--- src/rtl/alu_cmd_issue.sv ---
// Command-issue stage for the combinational ALU: reads operands from a small register file,
// drives registered ALU inputs, writes back the result and returns it on a valid/ready port.
module alu_cmd_issue #(
    parameter  int WIDTH = 6,
    parameter  int NREG  = 4,
    localparam int AW    = $clog2(NREG)
) (
    input  logic             clk,
    input  logic             rst,
    input  logic             i_cmd_valid,
    output logic             o_cmd_ready,
    input  logic [3:0]       i_cmd_ctrl,
    input  logic             i_cmd_ldi,
    input  logic [AW-1:0]    i_cmd_rd,
    input  logic [AW-1:0]    i_cmd_rs1,
    input  logic [AW-1:0]    i_cmd_rs2,
    input  logic [WIDTH-1:0] i_cmd_imm,
    output logic [3:0]       o_alu_ctrl,
    output logic [WIDTH-1:0] o_alu_a,
    output logic [WIDTH-1:0] o_alu_b,
    input  logic [WIDTH-1:0] i_alu_y,
    input  logic             i_alu_carry,
    input  logic             i_alu_zero,
    output logic             o_rsp_valid,
    input  logic             i_rsp_ready,
    output logic [WIDTH-1:0] o_rsp_data,
    output logic             o_rsp_carry,
    output logic             o_rsp_zero,
    output logic [AW-1:0]    o_rsp_rd
);

    // state  | meaning
    // S_IDLE | waiting for a command, cmd_ready high
    // S_EXEC | ALU evaluating registered operands, result captured at end of cycle
    // S_RESP | response held until rsp_ready; may accept next command in the same cycle
    typedef enum logic [1:0] {S_IDLE, S_EXEC, S_RESP} state_t;

    state_t           r_state;
    logic             r_ldi;
    logic [WIDTH-1:0] r_imm;
    logic [AW-1:0]    r_rd;
    logic [WIDTH-1:0] r_regs [NREG];

    logic             w_accept;
    logic [WIDTH-1:0] w_result;
    logic             w_carry;
    logic             w_zero;

    assign o_cmd_ready = (r_state == S_IDLE) | ((r_state == S_RESP) & i_rsp_ready);
    assign w_accept    = i_cmd_valid & o_cmd_ready;

    // LDI bypasses the ALU entirely; its flags come from the immediate.
    assign w_result = r_ldi ? r_imm : i_alu_y;
    assign w_carry  = r_ldi ? 1'b0 : i_alu_carry;
    assign w_zero   = r_ldi ? (r_imm == '0) : i_alu_zero;

    always_ff @(posedge clk or posedge rst) begin
        if (rst) begin
            r_state     <= S_IDLE;
            r_ldi       <= 1'b0;
            r_imm       <= '0;
            r_rd        <= '0;
            o_alu_ctrl  <= '0;
            o_alu_a     <= '0;
            o_alu_b     <= '0;
            o_rsp_valid <= 1'b0;
            o_rsp_data  <= '0;
            o_rsp_carry <= 1'b0;
            o_rsp_zero  <= 1'b0;
            o_rsp_rd    <= '0;
            for (int i = 0; i < NREG; i++) begin
                r_regs[i] <= '0;
            end
        end else begin
            // Operands are read here; the previous write-back already landed one edge earlier.
            if (w_accept) begin
                o_alu_ctrl <= i_cmd_ctrl;
                o_alu_a    <= r_regs[i_cmd_rs1];
                o_alu_b    <= r_regs[i_cmd_rs2];
                r_ldi      <= i_cmd_ldi;
                r_imm      <= i_cmd_imm;
                r_rd       <= i_cmd_rd;
            end

            case (r_state)
                S_IDLE: begin
                    if (w_accept) begin
                        r_state <= S_EXEC;
                    end
                end
                S_EXEC: begin
                    r_regs[r_rd] <= w_result;
                    o_rsp_data   <= w_result;
                    o_rsp_carry  <= w_carry;
                    o_rsp_zero   <= w_zero;
                    o_rsp_rd     <= r_rd;
                    o_rsp_valid  <= 1'b1;
                    r_state      <= S_RESP;
                end
                S_RESP: begin
                    if (i_rsp_ready) begin
                        o_rsp_valid <= 1'b0;
                        r_state     <= w_accept ? S_EXEC : S_IDLE;
                    end
                end
                default: begin
                    r_state <= S_IDLE;
                end
            endcase
        end
    end

endmodule

--- config.mk ---
export PLATFORM = sky130hd
export DESIGN_NAME = alu_cmd_issue
export DESIGN_NICKNAME = d
export VERILOG_FILES = /design/src/rtl/alu_cmd_issue.sv
export SDC_FILE = /design/constraint.sdc
export NUM_CORES = 1
export LEC_CHECK = 0
export BUFFER_PORTS_ARGS = -buffer_cell sky130_fd_sc_hd__buf_4
export CORE_MARGIN = 4
export CORE_UTILIZATION = 40
export DETAILED_ROUTE_END_ITERATION = 16
export GPL_TIMING_DRIVEN = 1
export PLACE_DENSITY_LB_ADDON = 0.1
export SLEW_MARGIN = 20
export SYNTH_ARGS = -nofsm -noshare
export SYNTH_HDL_FRONTEND = slang
export SYNTH_SLANG_ARGS = --single-unit
--- constraint.sdc ---
create_clock -name clk -period 1.9 [get_ports clk]
set_clock_uncertainty 0.05 [all_clocks]
set_input_delay 0.285 -clock clk [delete_from_list [all_inputs] [get_ports clk]]
set_output_delay 0.285 -clock clk [all_outputs]
set_load 0.01 [all_outputs]
* Word-level counts from Yosys, hierarchy flattened
Index checks and enable logic that the tools add are counted.
Storage, ports and cells: output and inout port bits 28, logic and storage cells 54, register bits after elaboration 62
Operators by class: bitwise gates (word level) 6, equality and inequality tests 4, reductions and logical operators 6, magnitude comparators 4, muxes and demuxes 18
Operators with widths (number):
- $mux W6 | 6
- $bmux W6 S2 | 2
- $bwmux W24 | 1
- $demux W6 S2 | 1
- $ge A3 B3 Y1 const B | 3
- $not A2 Y3 | 3
- $logic_not A6 Y1 | 1
- $pmux W2 S3 | 1
- $mux W1 | 4
- $mux W2 | 2
- $ne A2 B2 Y1 const B | 2
- $reduce_and A2 Y1 | 2
- $lt A3 B1 Y1 const B | 1
- $and A1 B1 Y1 | 2
- $eq A2 B1 Y1 const B | 1
- $eq A2 B2 Y1 const B | 1
- $logic_not A2 Y1 | 1
- $pmux W1 S2 | 1
- $reduce_bool A2 Y1 | 1
- $logic_and A1 B1 Y1 | 1
- $or A1 B1 Y1 | 1

* Depth between registers and ports, before layout
Gate-level depths: netlist of run 1.
depth in word-level cells 7, mapped depth 6, depth with buffers taken out 3

* Least setup slack after synthesis of run 1
No wires, ideal clock.
kind register to register, start point register r_state[1], end point register o_alu_ctrl[0], setup slack 0.274 ns, arrival 1.451 ns, path buffers 1, setup time 0.125 ns, stages on the path, launching flop included 5, path through dfrtp_1 -> nor2b_1 -> nor3b_4 -> buf_6 -> mux2_2
Between the ends: longest elaborated chain between the ends 4
Ends and longest elaborated chain:
- start: declaration | line 38 | state_t r_state;
- start signal: assignment | line 103 | r_state <= w_accept ? S_EXEC : S_IDLE;
- $eq A2 B2 Y1 | line 49 | assign o_cmd_ready = (r_state == S_IDLE) | ((r_state == S_RESP) & i_rsp_ready);
- $and A1 B1 Y1 | line 49
- $or A1 B1 Y1 (*) | line 49
- $and A1 B1 Y1 (*) | line 50 | assign w_accept = i_cmd_valid & o_cmd_ready;
- end signal: assignment | line 77 | o_alu_ctrl <= i_cmd_ctrl;
- end: declaration | line 18 | output logic [3:0] o_alu_ctrl,
Every way passes the cells marked *; elsewhere a longest branch is shown, timed or not. A chain may end at the register's enable or synchronous reset.

* Worst setup path after layout of run 1
start point register r_state[1], end point register o_alu_a[3]
Between the ends: longest elaborated chain between the ends 4
Ends and longest elaborated chain:
- $eq A2 B2 Y1 | line 49
- $and A1 B1 Y1 | line 49
- $or A1 B1 Y1 (*) | line 49
- $and A1 B1 Y1 (*) | line 50
- end signal: assignment | line 78 | o_alu_a <= r_regs[i_cmd_rs1];
- end: declaration | line 19 | output logic [WIDTH-1:0] o_alu_a,
Marks and branches as above.

==> results_dict.tcl, run 1 <==
set metrics [dict create \
    status "finished, final reports clean" \
    start_kind "flip-flop" \
    die_h_um 89.7 \
    endpoint "o_alu_a[3]$_DFFE_PP0P_" \
    finalWorstSetupSlack_ns 0.404 \
    ios 57 \
    r2r_slack_ns 0.40 \
    drv_slew 0 \
    post_drt_wl_per_cell_um 16.3 \
    grt_overflow 0 \
    ff2ff_path_depth 4 \
    die_area_um2 8050 \
    slew_headroom_pct 62.8 \
    grt_max_degree 25 \
    core_um2 6420 \
    worst_r2r_endpoint "o_alu_a[3]$_DFFE_PP0P_" \
    place_congestion 0.719 \
    start_util_pct 41.6 \
    synth_top_area_share_pct 58.1 \
    ys.warnings.count 0 \
    cp_slowest_cell "dfrtp_1" \
    setup_violations 0 \
    ys_ff_latch 62 \
    power_density_nw_per_um2 1470 \
    synthCells 203 \
    clock-sinks 62 \
    vias 1810 \
    dr.pass1.iters 4 \
    ys_types 21 \
    root_buffer "clkbuf_8" \
    rows 29 \
    worstPathCellList "nor2b_1 -> nor3b_4 -> buf_4 -> mux2_2" \
    worst_slew_pin_slew_ns 0.542 \
    synth-edff-count 0 \
    n_antenna_cell 0 \
    reg2reg_from "r_state[1]$_DFFE_PP0P_" \
    yosys.area.top_type "dfrtp_1" \
    worstSetupStartpoint "r_state[1]$_DFFE_PP0P_" \
    clk_path_buf_depth 2 \
    cts_made_buffers 9 \
    first_global_vias 1900 \
    cts_max_level 3 \
    fin_nets 297 \
    viasPerCell 5.17 \
    place_worst_setup_slack_ns 0.411 \
    port_buffers 56 \
    postSynth.asyncResetShare_pct 100 \
    drtIter0Drc 87 \
    synth_area_leaders "dfrtp_1, mux2_2, mux4_2" \
    drc 0 \
    syn_nets 232 \
    timing.setup.tns_ns 0 \
    endpoint_kind "flip-flop" \
    hold_path_class "primary input to flip-flop" \
    holdPathStages 2 \
    drive_gt1_share_pct 45.1 \
    synthFlopType "dfrtp_1" \
    area_delta_synth_final_pct 28.1 \
    routed_wl_mm 5.70 \
    yosysMostFrequentCell "dfrtp_1" \
    cp.arrival_ns 1.66 \
    ir_worst_vdd_mv 0.614 \
    timing.final.crit_period_ns 1.50 \
    yosys-top-cells-count "dfrtp_1, mux2_2, a21oi_1, nor2_1" \
    clk-insertion-delay-late_ns 0.33 \
    maxCapViolCount 0 \
    clkSlewWorstSetupHoldPaths_ns 0.07 \
    path_class "flip-flop to flip-flop" \
    fin_crit_sh_pct 78.7 \
    avgSynthCellArea_um2 13.2 \
    grt_pass1_wl_mm 9.87 \
    track_usage_pct 15.8 \
    hpwl_mm 4.13 \
    cts_tree "yes" \
    hold_viol 0 \
    fill_cells 559 \
    ant_nets 0 \
    ys_seq_area_share_pct 58.1 \
    hold_ws_ns 0.116 \
    critical_path_required_ns 2.07 \
    worstPathMaxFanout 14 \
    clock.fmax_mhz 669 \
    slowest_delay_ns 0.37 \
    rsz0062_at_grt "false" \
    die_w_um 89.7 \
    antenna_found_initial 0 \
    power.leakage_nw 1.50 \
    syn_area_um2 2670 \
]
through the flow:
| stage | instances | area (µm²) | total power, mW | util (%) |
|---|---|---|---|---|
| finish | 350 | 3420 | 5.03 | 53.3 |
| global route | 350 | 3420 | 5.41 | 53.3 |
| CTS | 350 | 3420 | 5.10 | 53.3 |
| detailed placement | 333 | 3210 | 3.91 | 50.0 |
| global placement | 333 | 3210 | 3.86 | 50.0 |
| floorplan | 203 | 2670 | 3.19 | - |
worst min-delay path by stage:
stage / from / end / slack [ns]
2_1_floorplan: i_cmd_ctrl[1] / o_alu_ctrl[1]$_DFFE_PP0P_ / 0.37
3_3_place_gp: rst / o_alu_ctrl[1]$_DFFE_PP0P_ / 0.28
6_report: i_cmd_ctrl[1] / o_alu_ctrl[1]$_DFFE_PP0P_ / 0.12
5_1_grt: i_cmd_imm[3] / r_imm[3]$_DFFE_PP0P_ / 0.11
3_5_place_dp: rst / o_alu_ctrl[1]$_DFFE_PP0P_ / 0.29
4_1_cts: i_cmd_ctrl[1] / o_alu_ctrl[1]$_DFFE_PP0P_ / 0.10
cell families (layout without fill, tap and decap cells):
logic type	count (synthesis)	in the layout	synth area share (%)
AO/OA/AOI/OAI	36	36	6.74
buffers and inverters	14	84	2.67
multiplexers	45	45	23.7
flip-flops	62	62	58.1
AND/OR/NAND/NOR	46	46	8.76
worst max-delay path, delay by kind of cell, from the launching register on:
kind,cells,cell delay (ns)
buf+inv,1,0.25
mux,1,0.36
flops,1,0.37
simple gates,2,0.35
placed cells by master, fill, tap and decap left out, drive strengths merged:
cell type,instances
bufinv,1
clkinv,3
o21ai,15
nor4,1
mux4,12
a21oi,21
and4bb,2
nor2,19
mux2i,6
nand4b,1
nor4b,1
clkbuf,12
nand2b,3
nor2b,2
nor3b,2
inv,2
mux2,27
dlygate4sd3,1
dfrtp,62
nand2,15
buf,65
power by group:
group / switching [mW] / internal, mW
registers: 0.378 / 1.87
logic: 0.667 / 0.943
clock network: 0.500 / 0.671
total: 1.54 / 3.49
cell type report:
class | instances | area, µm² | area share (%)
flip-flops and latches | 62 | 1550 | 45.4
multi-input cells | 127 | 1050 | 30.8
repair buffers | 66 | 510 | 14.9
clock buffers | 12 | 155 | 4.54
well taps | 77 | 96.3 | 2.82
clock inverters | 4 | 45.0 | 1.32
inverters | 2 | 7.51 | 0.219
flip-flops by register name, indices dropped and copies added (netlist names):
| register | count |
|---|---|
| o_alu_a | 6 |
| r_regs | 24 |
| r_imm | 6 |
| o_rsp_data | 6 |
| o_rsp_rd | 2 |
| r_rd | 2 |
| o_alu_ctrl | 4 |
| r_ldi | 1 |
| r_state | 2 |
| o_rsp_zero | 1 |
| o_rsp_valid | 1 |
| o_alu_b | 6 |
| o_rsp_carry | 1 |
routing by layer:
| layer | GRT usage (%) | routed length [µm] |
|---|---|---|
| met1 | 21.7 | 2650 |
| met2 | 23.7 | 2630 |
| met3 | 4.42 | 316 |
| met4 | 6.51 | 104 |
| met5 | 0 | 0 |
repair_timing:
item / 4_1_cts / 5_1_grt
hold endpoints to repair: 18 / 0
hold buffers: 1 / 0
buffers inserted: 0 / 0
resized for setup: 0 / 0
setup endpoints to repair: 0 / 0
(Power assumes the default switching activity.)
==> run 2: changes to the inputs <==
==> constraint.sdc (replaced) <==
create_clock -name clk -period 1.5 [get_ports clk]
set_clock_uncertainty 0.05 [all_clocks]
set_input_delay 0.225 -clock clk [delete_from_list [all_inputs] [get_ports clk]]
set_output_delay 0.225 -clock clk [all_outputs]
set_load 0.01 [all_outputs]
==> results_dict.tcl, run 2 (synthesis results as in run 1) <==
set metrics [dict create \
    cp.arrival_ns 1.62 \
    placed_area_um2 3260 \
    ant_nets 0 \
    seqCellArea_um2 1550 \
    core_um2 6420 \
    die_area_um2 8050 \
    n_antenna_cell 0 \
    status "finished, final reports clean" \
    die_h_um 89.7 \
    cp.buffers_inverters 1 \
    start_kind "flip-flop" \
    clkSlewWorstSetupHoldPaths_ns 0.07 \
    p_total_mw 6.30 \
    rows 29 \
    worst_slew_pin_slew_ns 0.438 \
    track_usage_pct 14.6 \
    r2r_slack_ns 0.03 \
    clk_path_buf_depth 2 \
    worst_r2r_endpoint "o_alu_b[4]$_DFFE_PP0P_" \
    finalInstanceArea_um2 3470 \
    max_flop_register "r_regs" \
    setup_violations 0 \
    rsz0062_at_grt "true" \
    power_density_nw_per_um2 1820 \
    endpoint_kind "flip-flop" \
    start_util_pct 41.6 \
    cts_tree "yes" \
    hold_viol 0 \
    hold_path_class "primary input to flip-flop" \
    fin_nets 302 \
    ff2ff_path_depth 4 \
    worstPathMaxFanout 14 \
    clock-sinks 62 \
    area_delta_synth_final_pct 29.7 \
    first_global_vias 1842 \
    grt_max_degree 63 \
    worstSetupStartpoint "r_state[1]$_DFFE_PP0P_" \
    fin_crit_sh_pct 98.2 \
    clock.fmax_mhz 679 \
    port_buffers 56 \
    root_buffer "clkbuf_8" \
    drv_slew 0 \
    clk-insertion-delay-late_ns 0.32 \
    cpLargestDelayFamily "flip-flops" \
    power.leakage_nw 1.53 \
    vias 1804 \
    endpoint "o_alu_b[4]$_DFFE_PP0P_" \
    grt_overflow 0 \
    drtIter0Drc 59 \
    multi_input_area_um2 1070 \
    critical_path_required_ns 1.65 \
    worstPathCellList "nor2b_4 -> nor3b_4 -> buf_6 -> mux2_2" \
    ir_worst_vdd_mv 0.709 \
    maxCapViolCount 0 \
    timing.final.crit_period_ns 1.47 \
    post_drt_wl_per_cell_um 15.6 \
    largest_register_ffs 24 \
    cts_made_buffers 9 \
    viasPerCell 5.08 \
    ios 57 \
    cts_max_level 3 \
    routed_wl_mm 5.53 \
    cp.depth 4 \
    layout_commonest_cell "buf_4" \
    die_w_um 89.7 \
    place_congestion 0.747 \
    grt_pass1_wl_mm 9.29 \
    final_cell_count_no_fill 355 \
    antenna_found_initial 0 \
    slowest_delay_ns 0.38 \
    drc 0 \
    post-place-cells 338 \
    cp_slowest_cell "dfrtp_1" \
    postCtsSetupBuffers 0 \
    fill_cells 582 \
    reg2reg_from "r_state[1]$_DFFE_PP0P_" \
    path_class "flip-flop to flip-flop" \
    hpwl_mm 3.82 \
    dr.pass1.iters 4 \
    final_cell_mix "buf_4, dfrtp_1, mux2_2, a21oi_1, nor2_1" \
    drive_gt1_share_pct 46.8 \
    slew_headroom_pct 70.8 \
]
[run 2: how the worst min path moves through the flow]
stage | from | to | slack, ns | depth (start not counted)
6_report | i_cmd_ctrl[1] | o_alu_ctrl[1]$_DFFE_PP0P_ | 0.07 | 2
3_3_place_gp | rst | o_rsp_data[5]$_DFFE_PP0P_ | 0.29 | 3
3_5_place_dp | rst | o_rsp_rd[1]$_DFFE_PP0P_ | 0.30 | 3
4_1_cts | i_cmd_ctrl[1] | o_alu_ctrl[1]$_DFFE_PP0P_ | 0.06 | 2
5_1_grt | i_cmd_imm[4] | r_imm[4]$_DFFE_PP0P_ | 0.05 | 2
2_1_floorplan | rst | o_alu_a[0]$_DFFE_PP0P_ | 0.29 | 1
[run 2: through the flow]
| step | util, % | setup TNS [ns] | worst slack (ns) | hold slack (ns) |
|---|---|---|---|---|
| CTS | 53.9 | 0 | 0.0135 | 0.0551 |
| floorplan | - | -2.10 | -0.112 | 0.294 |
| global placement | 50.7 | 0 | 0.0477 | 0.291 |
| detailed placement | 50.7 | 0 | 0.00288 | 0.295 |
| finish | 54.0 | 0 | 0.0276 | 0.0673 |
| global route | 54.0 | -0.328 | -0.0313 | 0.0528 |
[run 2: power by group]
group	total, mW	switching [mW]	leakage, nW	internal [mW]
clock network	1.36	0.634	0.102	0.724
logic	2.11	0.849	0.717	1.26
registers	2.83	0.460	0.708	2.37
total	6.30	1.94	1.53	4.36
[run 2: worst register-to-register path: cells and delay by family, from the launching register on]
| family | cells | cell delay [ns] |
|---|---|---|
| buffers and inverters | 1 | 0.21 |
| AND/OR/NAND/NOR | 2 | 0.37 |
| flip-flops | 1 | 0.38 |
| multiplexers | 1 | 0.35 |
[run 2: cell type report]
class | instances | share of cell area, %
clock buffer | 12 | 4.77
clock inverter | 4 | 0.578
inverter | 2 | 0.325
multi-input combinational | 127 | 30.8
sequential | 62 | 44.8
tap | 77 | 2.78
timing repair buffer | 71 | 16.0
[run 2: metal layers]
metal / wire, µm / vias to the layer above / track usage [%] / share of wire (%)
li1: - / 867 / - / -
met1: 2720 / 878 / 20.3 / 49
met2: 2480 / 53 / 21.2 / 45
met3: 273 / 6 / 4.17 / 4.9
met4: 63 / 0 / 6.51 / 1.1
met5: 0 / - / 0 / 0
[run 2: timing repair]
| item | CTS | global route |
|---|---|---|
| hold buffers | 1 | 0 |
| gates resized for setup | 2 | 1 |
| pin swaps | 0 | 0 |
| endpoints found under the hold margin | 62 | 0 |
| setup endpoints to repair | 9 | 15 |
